<file path="config.mk">
export PLATFORM = sky130hd
export DESIGN_NAME = fifoW1R1
export DESIGN_NICKNAME = d
export VERILOG_FILES = /design/src/rtl/fifo_order_checker_pkg.sv /design/src/rtl/fifo_order_checker_fifo.sv
export SDC_FILE = /design/constraint.sdc
export NUM_CORES = 1
export LEC_CHECK = 0
export ABC_AREA = 1
export CORE_AREA = 5 5 144 146
export CTS_CLUSTER_DIAMETER = 80
export DETAILED_ROUTE_END_ITERATION = 7
export DIE_AREA = 0 0 149 151
export HOLD_SLACK_MARGIN = 0.1
export PLACE_DENSITY = 0.62
export SETUP_SLACK_MARGIN = 0.02
export SLEW_MARGIN = 30
export SYNTH_ARGS = -nofsm -noshare
export SYNTH_HDL_FRONTEND = slang
export SYNTH_SLANG_ARGS = --single-unit
export TNS_END_PERCENT = 100
</file>
<file path="constraint.sdc">
create_clock -name i_clk -period 2.3 [get_ports i_clk]
set_input_delay 0.345 -clock i_clk [delete_from_list [all_inputs] [get_ports i_clk]]
set_output_delay 0.345 -clock i_clk [all_outputs]
set_load 0.03 [all_outputs]
</file>
<file path="src/rtl/fifo_order_checker_pkg.sv">
// Shared types for the in-order FIFO scoreboard.
package fifoOrderCheckerPkg;

    typedef enum logic [1:0] {
        ERR_NONE,
        ERR_MISMATCH,
        ERR_UNDERFLOW,
        ERR_OVERFLOW
    } errorCode_t;

    typedef enum logic [1:0] {
        S_RUN,
        S_FAIL,
        S_DONE
    } state_t;

endpackage

</file>
<file path="src/rtl/fifo_order_checker_fifo.sv">
// Single-write single-read queue with wrap-bit pointers.
// DEPTH need not be a power of two.
module fifoW1R1
    import fifoOrderCheckerPkg::*;
#(
    parameter int WIDTH              = 8,
    parameter int DEPTH              = 16,
    parameter int FLOPS_NOT_MEM      = 1,
    parameter int FORCEKEEP_NENTRIES = 0
) (
    input  logic                       i_clk,
    input  logic                       i_rst,
    input  logic                       i_cg,
    input  logic                       i_valid,
    output logic                       o_ready,
    input  logic [WIDTH-1:0]           i_data,
    output logic                       o_valid,
    input  logic                       i_ready,
    output logic [WIDTH-1:0]           o_data,
    output logic [$clog2(DEPTH+1)-1:0] o_nEntries
);

    localparam int IW = (DEPTH > 1) ? $clog2(DEPTH) : 1;
    localparam int PW = IW + 1;
    localparam int NW = $clog2(DEPTH + 1);

    // Index wraps DEPTH-1 -> 0 and flips the wrap bit.
    function automatic logic [PW-1:0] ptr_inc(input logic [PW-1:0] p);
        if (p[IW-1:0] == IW'(DEPTH - 1)) begin
            return {~p[PW-1], {IW{1'b0}}};
        end
        return p + PW'(1);
    endfunction

    logic [PW-1:0]    wr_ptr_q, wr_ptr_d;
    logic [PW-1:0]    rd_ptr_q, rd_ptr_d;
    logic [WIDTH-1:0] mem_q [DEPTH];
    logic [WIDTH-1:0] mem_d [DEPTH];
    logic             full, empty, wr_en, rd_en;

    always_comb begin
        full  = (wr_ptr_q[PW-1] != rd_ptr_q[PW-1])
             && (wr_ptr_q[IW-1:0] == rd_ptr_q[IW-1:0]);
        empty = (wr_ptr_q == rd_ptr_q);
        rd_en = i_cg && i_ready && !empty;
        // A pop in the same cycle frees the slot a full write needs.
        wr_en = i_cg && i_valid && (!full || rd_en);
        wr_ptr_d = wr_en ? ptr_inc(wr_ptr_q) : wr_ptr_q;
        rd_ptr_d = rd_en ? ptr_inc(rd_ptr_q) : rd_ptr_q;
        mem_d = mem_q;
        if (wr_en) begin
            mem_d[wr_ptr_q[IW-1:0]] = i_data;
        end
    end

    assign o_ready = !full;
    assign o_valid = !empty;
    assign o_data  = mem_q[rd_ptr_q[IW-1:0]];

    always_ff @(posedge i_clk) begin
        if (i_rst) begin
            wr_ptr_q <= '0;
            rd_ptr_q <= '0;
        end else begin
            wr_ptr_q <= wr_ptr_d;
            rd_ptr_q <= rd_ptr_d;
        end
    end

    if (FLOPS_NOT_MEM != 0) begin : g_flops
        always_ff @(posedge i_clk) begin
            if (i_rst) begin
                for (int i = 0; i < DEPTH; i++) begin
                    mem_q[i] <= '0;
                end
            end else begin
                mem_q <= mem_d;
            end
        end
    end else begin : g_mem
        always_ff @(posedge i_clk) begin
            mem_q <= mem_d;
        end
    end

    if (FORCEKEEP_NENTRIES != 0) begin : g_cnt
        logic [NW-1:0] cnt_q, cnt_d;
        always_comb begin
            cnt_d = cnt_q + NW'(wr_en) - NW'(rd_en);
        end
        always_ff @(posedge i_clk) begin
            if (i_rst) begin
                cnt_q <= '0;
            end else begin
                cnt_q <= cnt_d;
            end
        end
        assign o_nEntries = cnt_q;
    end else begin : g_ptr
        logic [NW-1:0] wr_i, rd_i;
        always_comb begin
            wr_i = NW'(wr_ptr_q[IW-1:0]);
            rd_i = NW'(rd_ptr_q[IW-1:0]);
            if (wr_ptr_q[PW-1] == rd_ptr_q[PW-1]) begin
                o_nEntries = wr_i - rd_i;
            end else begin
                o_nEntries = NW'(DEPTH) + wr_i - rd_i;
            end
        end
    end

endmodule

</file>
==> reports/metrics.yaml, run 1 <==
status: "finished, final reports clean"
drt_wl_total_mm: 20.35
final.period_utilization_pct: 97.29
critPathMaxFanout: 8
yosys.area_share.adder_pct: 1.759
hold_path_class: "register to register"
worst_slew_margin_rel_pct: 72.22
grt_usage_pct: 18.06
first_pass_iters: 5
cts_htree_levels: 4
antenna_found_initial: 0
port_buffers: 27
met2WireLength_mm: 9.333
final_net_count: 1250
grt_pass1_wl_mm: 32.02
cp-end-kind: "primary output"
cp.required_ns: 1.96
worst_slew_pin_slew_ns: 0.4154
drc: 0
grt_pass1_vias: 6046
min_path_cells: 2
crit_path_frequent_cell: "nand2_1"
synthSimpleGateAreaFrac_pct: 39.40
ys_warn_count: 0
wl_per_cell_um: 13.52
hold_end: "wr_ptr_q[4]$_SDFFE_PP0P_"
ios: 28
ys_seq_elements: 138
path_depth: 9
synthesis.nets: 1223
root_buffer: "clkbuf_16"
gr-total-overflow: 0
area_growth_pct: 20.50
period_needed_ns: 2.238
dieArea_mm2: 0.02250
worst-r2r-setup-slack_ns: 0.36
max_freq_ghz: 0.4469
skew_ns: 0.009700
final-hold-violation-count: 0
wl_met3_um: 937
cp.arrival_ns: 1.89
cts_tree: "built"
path_class: "register to primary output"
mostFrequentLayoutCells: "nand2_1 (380), nor2_1 (274), inv_1 (150)"
die_h_um: 151
grt_max_degree: 37
syn_area_per_cell_um2: 6.282
ant_nets: 0
min_from: "wr_ptr_q[4]$_SDFFE_PP0P_"
wl_met1_mm: 9.706
clk_pin_slew_ns: 0.06
slew_violations: 0
row_count: 51
dp_cells: 1454
num_vias: 6993
crit_chain: "buf_4, clkbuf_16, o211ai_1, nand2_1, nand2_1, nand2_1, inv_1, nand2_1, buf_2"
clock_sinks: 138
yosysSeqAreaShare_pct: 36.65
synth-compound-area-share_pct: 7.768
slowest_stage: "dfxtp_4"
cp.buffers_inverters: 4
die_w_um: 149
cp_top_family: "buffers and inverters"
cap_violations: 0
setup_violations: 0
syn-cell-area_mm2: 0.007538
peakVddDrop_mv: 0.4251
gp_congestion: 0.8311
synth_top_family_by_area: "simple AND/OR/NAND/NOR gates"
slowest_delay_ns: 0.40
final_common_cell: "nand2_1"
fin_ws_ns: 0.06234
p_leak_nw: 4.528
dpl_worst_slack_ns: 0.09926
antenna_cells: 0
fin_cells: 1505
clk_latency_ns: 0.43
critPathLaunchType: "register"
rr_worst_depth: 10
via_per_inst: 4.647
synth_mux_area_share_pct: 0
regToRegEndpoint: "mem_q[116]$_SDFFE_PP0P_"
cts_buffers: 17
highest_layer: "met4"
drive_above_1_share_pct: 11.77
crit_path_start: "rd_ptr_q[0]$_SDFFE_PP0P_"
drt_iter0_drc: 493
powerDensity_mw_per_mm2: 670.0
power_mw: 6.086
hpwl_mm: 12.69
finalSetupTns_ns: 0
r2r_start: "rd_ptr_q[1]$_SDFFE_PP0P_"
synth_cells: 1200
holdWs_ns: 0.4972
clockBufferDepth: 2
coreArea_mm2: 0.01927
start_util_pct: 39.12
synthXorXnorAreaFrac_pct: 0.5809
fillers: 1986
rsz0062_at_grt: "yes"
synth_cell_types: 26
synth_stat cells (all sizes together):
library cell,count,share of area (%)
nand4,4,0.33
o21ai,19,1.3
clkbuf,32,1.6
buf,43,4.4
nand3,51,5.7
xor2,4,0.46
inv,157,7.8
nand2,388,19
clkinv,1,0.050
fa,1,0.27
o211ai,48,4.8
nor2,276,14
dfxtp,138,37
ha,9,1.5
nor3,2,0.13
a21oi,26,1.7
xnor2,1,0.12
logic make-up (layout without fill, tap and decap cells):
kind of cell               Yosys count  in the layout
AOI/OAI and AO/OA                   93             93
xor gates and xnor gates             5              5
adders and majority gates           10             10
buffers and inverters              233            273
DFF                                138            138
and+or+nand+nor                    721            721
sequential cells by signal, summed over array words and instances (netlist names):
signal and flops:
wr_ptr_q 5, mem_q 128, rd_ptr_q 5
routing by layer:
metal / up-vias / GRT usage [%]
met4: 0 / 6.133
met2: 151 / 28.69
met1: 3149 / 24.94
li1: 3666 / -
met3: 27 / 3.082
met5: - / 0
cell type report:
cell class | instances | area, um^2 | area share (%)
well taps | 265 | 331.6 | 3.650
inverters | 158 | 598.1 | 6.584
multi-input cells | 829 | 3792 | 41.75
clock inverters | 12 | 192.7 | 2.121
flip-flops and latches | 138 | 2778 | 30.58
clock buffers | 20 | 467.9 | 5.152
repair buffers | 83 | 923.4 | 10.17
stage by stage:
step,cell area (um^2),utilization [%]
global route,9084,47.14
finish,9084,47.14
floorplan,7546,-
CTS,8783,45.58
detailed placement,8030,41.67
global placement,8030,41.67
report_power, final:
part           switching [mW]  total (mW)  leakage, nW  internal (mW)
clock                    1.07        3.09        0.329           2.01
combinational           0.359       0.579         3.08          0.221
sequential             0.0134        2.42         1.12           2.41
how the worst max path moves through the flow:
stage                    endpoint
floorplan           o_nEntries[3]
global placement        o_data[4]
detailed placement      o_data[4]
CTS                     o_data[1]
global route            o_data[7]
finish                  o_data[1]
worst min-delay path: stages, from the launching register on:
cell and delay (ns):
dfxtp_1 0.33, nand2_1 0.07, a21oi_1 0.05
repair_timing:
item,in CTS,in global routing
setup buffers,0,13
hold buffers,0,0
pin swaps,3,21
gates cloned,1,5
gates resized for setup,34,29
setup endpoints to repair,13,40
Note: power is estimated with default switching activity, not from simulation.
==> inputs of run 2 (changes only) <==
PLACE_DENSITY = 0.61   (was 0.62)
==> reports/metrics.yaml, run 2 (same netlist as run 1, synthesis figures left out) <==
status: "finished, final reports clean"
cts_tree: "built"
final_common_cell: "nand2_1"
peakVddDrop_mv: 0.3219  # -24%
coreArea_mm2: 0.01927  # unchanged
start_util_pct: 39.12  # unchanged
drc: 0  # unchanged
root_buffer: "clkbuf_16"
critPathMaxFanout: 24  # +16
drt_wl_total_mm: 19.91  # -2.2%
dieArea_mm2: 0.02250  # unchanged
worst_slew_pin_slew_ns: 0.6675  # +0.2521 ns
dp_cells: 1440  # -0.96%
grt_use_met2_pct: 29.53  # +0.84 points
antenna_cells: 0  # unchanged
wl_per_cell_um: 13.43  # -0.67%
port_buffers: 27  # unchanged
grt_pass1_vias: 6226  # +3.0%
grt_pass1_wl_mm: 32.64  # +1.9%
setup_violations: 0  # unchanged
num_vias: 6854  # -2.0%
grt_max_degree: 49  # +32%
cp.required_ns: 1.96  # about the same
final-hold-violation-count: 0  # unchanged
fin_util_pct: 45.12  # -2.0 points
gr-total-overflow: 0  # unchanged
die_w_um: 149  # unchanged
fillers: 2042  # +2.8%
clockBufferDepth: 2  # unchanged
final_net_count: 1227  # -1.8%
cts_htree_levels: 4  # unchanged
powerDensity_mw_per_mm2: 654.2  # -2.4%
largest-register: "mem_q"
largest_register_ff_count: 128  # unchanged
worst_slew_margin_rel_pct: 55.36  # -17 points
fin_cells: 1482  # -1.5%
cp-end-kind: "primary output"
path_class: "register to primary output"
drive_above_1_share_pct: 8.546  # -3.2 points
hold_path_class: "register to register"
ant_nets: 0  # unchanged
top_regs: "mem_q: 128 flops, rd_ptr_q: 5 flops, wr_ptr_q: 5 flops"
power_mw: 5.688  # -6.6%
antenna_found_initial: 0  # unchanged
period_needed_ns: 2.251  # +0.01341 ns
via_per_inst: 4.625  # -0.47%
hpwl_mm: 12.12  # -4.5%
use_met3_pct: 3.172  # +0.090 points
gp_congestion: 0.8173  # -1.7%
row_count: 51  # unchanged
rsz0062_at_grt: "yes"
final.period_utilization_pct: 97.87  # +0.58 points
skew_ns: 0.01010  # +0.0004006 ns
ctsHoldBuffers: 0  # unchanged
cap_violations: 0  # unchanged
grt_use_met1_pct: 25.08  # +0.14 points
critPathLaunchType: "register"
worst-r2r-setup-slack_ns: 0.23  # -0.13 ns
clock_sinks: 138  # unchanged
die_h_um: 151  # unchanged
slew_violations: 0  # unchanged
first_pass_iters: 5  # unchanged
area_growth_pct: 15.34
max_freq_ghz: 0.4442  # -0.60%
grt_usage_pct: 18.37  # +0.31 points
cp.arrival_ns: 1.91  # +0.02 ns
cts_buffers: 17  # unchanged
clk_pin_slew_ns: 0.06  # about the same
p_leak_nw: 4.334  # -4.3%
ios: 28  # unchanged
mostFrequentLayoutCells: "nand2_1 (384), nor2_1 (274), inv_1 (152)"
clk_latency_ns: 0.42  # about the same
busiest_layer: "met2"
drt_iter0_drc: 462  # -6.3%
[run 2: changes by cell type in the layout (fill, tap and decap cells not counted), sizes merged]
cell / change
dlymetal6s2s: +1
buf: -20
clkinvlp: +3
bufinv: -2
inv: -1
clkbuf: +1
clkinv: -4
clkdlybuf4s50: -1
[run 2: power by group]
part | internal, mW | switching [mW]
Combinational | 0.187 | 0.346
Clock | 1.70 | 1.03
Sequential | 2.41 | 0.0125
Total | 4.30 | 1.39
[run 2: per-stage QoR]
step	setup slack (ns)	hold WS [ns]	TNS (ns)	instance area, um^2
2_1_floorplan	0.08845	0.4634	0	7546
3_3_place_gp	0.1889	0.4944	0	7918
3_5_place_dp	0.1607	0.4917	0	7918
4_1_cts	0.02717	0.5012	0	8630
5_1_grt	-0.04624	0.5164	-0.1363	8695
6_report	0.04894	0.5039	0	8695
[run 2: cell type report]
type | count | area [um^2] | area share (%)
Clock buffer | 24 | 451.7 | 5.195
Clock inverter | 8 | 120.1 | 1.381
Timing Repair Buffer | 60 | 664.4 | 7.641
Multi-Input combinational cell | 829 | 3756 | 43.20
Sequential cell | 138 | 2771 | 31.88
Tap cell | 265 | 331.6 | 3.813
Inverter | 158 | 599.3 | 6.893
[run 2: worst max-delay path, cell delays in order (launching register included)]
cell and delay (ns):
dfxtp_4 0.45, bufbuf_16 0.36, nand2_1 0.07, o211ai_1 0.10, nand2_1 0.07, nand2_1 0.06
nand2_1 0.04, inv_1 0.08, nand2_1 0.08, buf_4 0.17
[run 2: worst paths after layout]
check                                         startpoint                  endpoint  cells past startpoint
worst max-delay path            rd_ptr_q[0]$_SDFFE_PP0P_                 o_data[7]                      9
worst min-delay path            wr_ptr_q[4]$_SDFFE_PP0P_  wr_ptr_q[4]$_SDFFE_PP0P_                      2
worst max register to register  rd_ptr_q[3]$_SDFFE_PP0P_    mem_q[59]$_SDFFE_PP0P_                     10
worst min register to register  wr_ptr_q[4]$_SDFFE_PP0P_  wr_ptr_q[4]$_SDFFE_PP0P_                      2
[run 2: layer usage]
metal | vias up | wire, um
met4 | 0 | 362
met3 | 23 | 769
li1 | 3621 | -
met1 | 3093 | 9594
met2 | 117 | 9181
met5 | - | 0
[run 2: timing repair]
action / CTS / global route
pin swaps: 3 / 3
cloned: 2 / 1
setup endpoints to repair: 12 / 10
resized for setup: 14 / 8
setup buffers: 5 / 2
==> inputs of run 3 (changes only) <==
CORE_AREA = 5 5 117 119   (was 5 5 144 146)
DIE_AREA = 0 0 122 124   (was 0 0 149 151)
PLACE_DENSITY = 0.85   (was 0.61)
==> reports/metrics.yaml, run 3 (same netlist as run 1, synthesis figures left out) <==
slew_violations: 0  # unchanged
path_class: "register to primary output"
highest_layer: "met4"
powerDensity_mw_per_mm2: 683.3  # +4.5%
root_buffer: "clkbuf_16"
clk_pin_slew_ns: 0.06  # about the same
gp_congestion: 0.8800  # +7.7%
fillers: 1031  # -50%
mostFrequentLayoutCells: "nand2_1 (384), nor2_1 (274), inv_1 (153)"
critPathLaunchType: "register"
setup_violations: 0  # unchanged
die_h_um: 124  # -18%
cp.arrival_ns: 1.89  # -0.02 ns
drt_wl_total_mm: 18.98  # -4.6%
grt_pass1_wl_mm: 30.48  # -6.6%
peakVddDrop_mv: 0.5695  # +77%
holdWs_ns: 0.5007  # -0.003216 ns
period_needed_ns: 2.234  # -0.01711 ns
antenna_found_initial: 0  # unchanged
area_growth_pct: 13.78
wl_met1_mm: 7.943  # -17%
drc: 0  # unchanged
cts_buffers: 17  # unchanged
drive_above_1_share_pct: 8.918  # +0.37 points
die_w_um: 122  # -18%
cap_violations: 0  # unchanged
top_regs: "mem_q: 128 flops, rd_ptr_q: 5 flops, wr_ptr_q: 5 flops"
fin_util_pct: 68.80  # +24 points
hold_path_class: "register to register"
hpwl_mm: 11.37  # -6.2%
worst_slew_margin_rel_pct: 78.00  # +23 points
grt_usage_pct: 25.79  # +7.4 points
final_common_cell: "nand2_1"
grt_pass1_vias: 6319  # +1.5%
rsz0062_at_grt: "yes"
status: "finished, final reports clean"
coreArea_mm2: 0.01247  # -35%
ant_nets: 0  # unchanged
via_per_inst: 5.117  # +11%
critPathMaxFanout: 5  # -79%
clock_sinks: 138  # unchanged
wl_per_cell_um: 13.73  # +2.2%
cts_tree: "built"
slowest_delay_ns: 0.38  # -0.07 ns
final_net_count: 1221  # -0.49%
port_buffers: 27  # unchanged
start_util_pct: 60.47  # +21 points
met2WireLength_mm: 9.071  # -1.2%
ios: 28  # unchanged
largest-register: "mem_q"
cp-end-kind: "primary output"
ctsHoldBuffers: 0  # unchanged
largest_register_ff_count: 128  # unchanged
first_pass_iters: 6  # +1
ff_latch_area_mm2: 0.002770  # about the same
clockBufferDepth: 2  # unchanged
max_freq_ghz: 0.4476  # +0.77%
wl_met3_mm: 1.489  # +94%
dieArea_mm2: 0.01513  # -33%
cts_htree_levels: 4  # unchanged
clk_latency_ns: 0.43  # about the same
crit_chain: "inv_2, ha_2, fa_2, o21ai_2, xor2_1, buf_4"
drt_iter0_drc: 694  # +50%
worst_slew_pin_slew_ns: 0.3285  # -0.3390 ns
p_leak_nw: 4.310  # -0.55%
row_count: 41  # -20%
num_vias: 7077  # +3.3%
antenna_cells: 0  # unchanged
grt_max_degree: 92  # +88%
multi_input_area_mm2: 0.003781  # +0.67%
cp.required_ns: 1.96  # about the same
slowest_stage: "fa_2"
final-hold-violation-count: 0  # unchanged
gr-total-overflow: 0  # unchanged
skew_ns: 0.009128  # -0.0009722 ns
final.period_utilization_pct: 97.13  # -0.74 points
[run 3: stage by stage]
stage / total power [mW] / TNS, ns / setup WS [ns] / instances / instance area, um^2
final: 5.861 / 0 / 0.06605 / 1383 / 8577
after floorplan: 2.794 / 0 / 0.08845 / 1200 / 7546
after CTS: 5.858 / 0 / 0.02380 / 1381 / 8464
after global placement: 2.952 / 0 / 0.2807 / 1349 / 7805
after global routing: 6.058 / -0.03152 / -0.01631 / 1383 / 8577
after detailed placement: 2.957 / 0 / 0.2527 / 1349 / 7805
[run 3: path summary, 6_finish.rpt]
path / start / to / slack (ns) / cells past startpoint
max: wr_ptr_q[0]$_SDFFE_PP0P_ / o_nEntries[4] / 0.07 / 6
min reg2reg: rd_ptr_q[4]$_SDFFE_PP0P_ / rd_ptr_q[4]$_SDFFE_PP0P_ / 0.50 / 2
min: rd_ptr_q[4]$_SDFFE_PP0P_ / rd_ptr_q[4]$_SDFFE_PP0P_ / 0.50 / 2
max reg2reg: rd_ptr_q[2]$_SDFFE_PP0P_ / mem_q[93]$_SDFFE_PP0P_ / 0.28 / 10
[run 3: timing repair]
action                                  4_1_cts  5_1_grt
resized for setup                            12       19
setup buffers                                 0        0
cloned                                        0        2
pin swaps                                     1        3
endpoints found under the setup margin       12       12
[run 3: critical path, delay by kind of cell, from the launching register on]
| family | cells | cell delay, ns |
|---|---|---|
| xor gates and xnor gates | 1 | 0.15 |
| DFF | 1 | 0.36 |
| AOI/OAI and AO/OA | 1 | 0.13 |
| adders and majority gates | 2 | 0.58 |
| buffers and inverters | 2 | 0.24 |
[run 3: final cells by class]
class	count	area share, %
multi-input combinational	829	44.08
timing repair buffer	54	6.754
clock buffer	18	5.120
tap	172	2.509
sequential	138	32.30
inverter	158	6.973
clock inverter	14	2.261
[run 3: per-layer routing]
metal / up-vias / global-route usage (%)
li1: 3611 / -
met1: 3147 / 32.29
met2: 275 / 43.37
met3: 44 / 6.040
met4: 0 / 9.804
met5: - / 0
[run 3: where the power goes]
part / switching, mW / leakage, nW / internal (mW)
combinational: 0.345 / 2.89 / 0.169
sequential: 0.0134 / 1.12 / 2.41
clock: 1.08 / 0.307 / 1.85
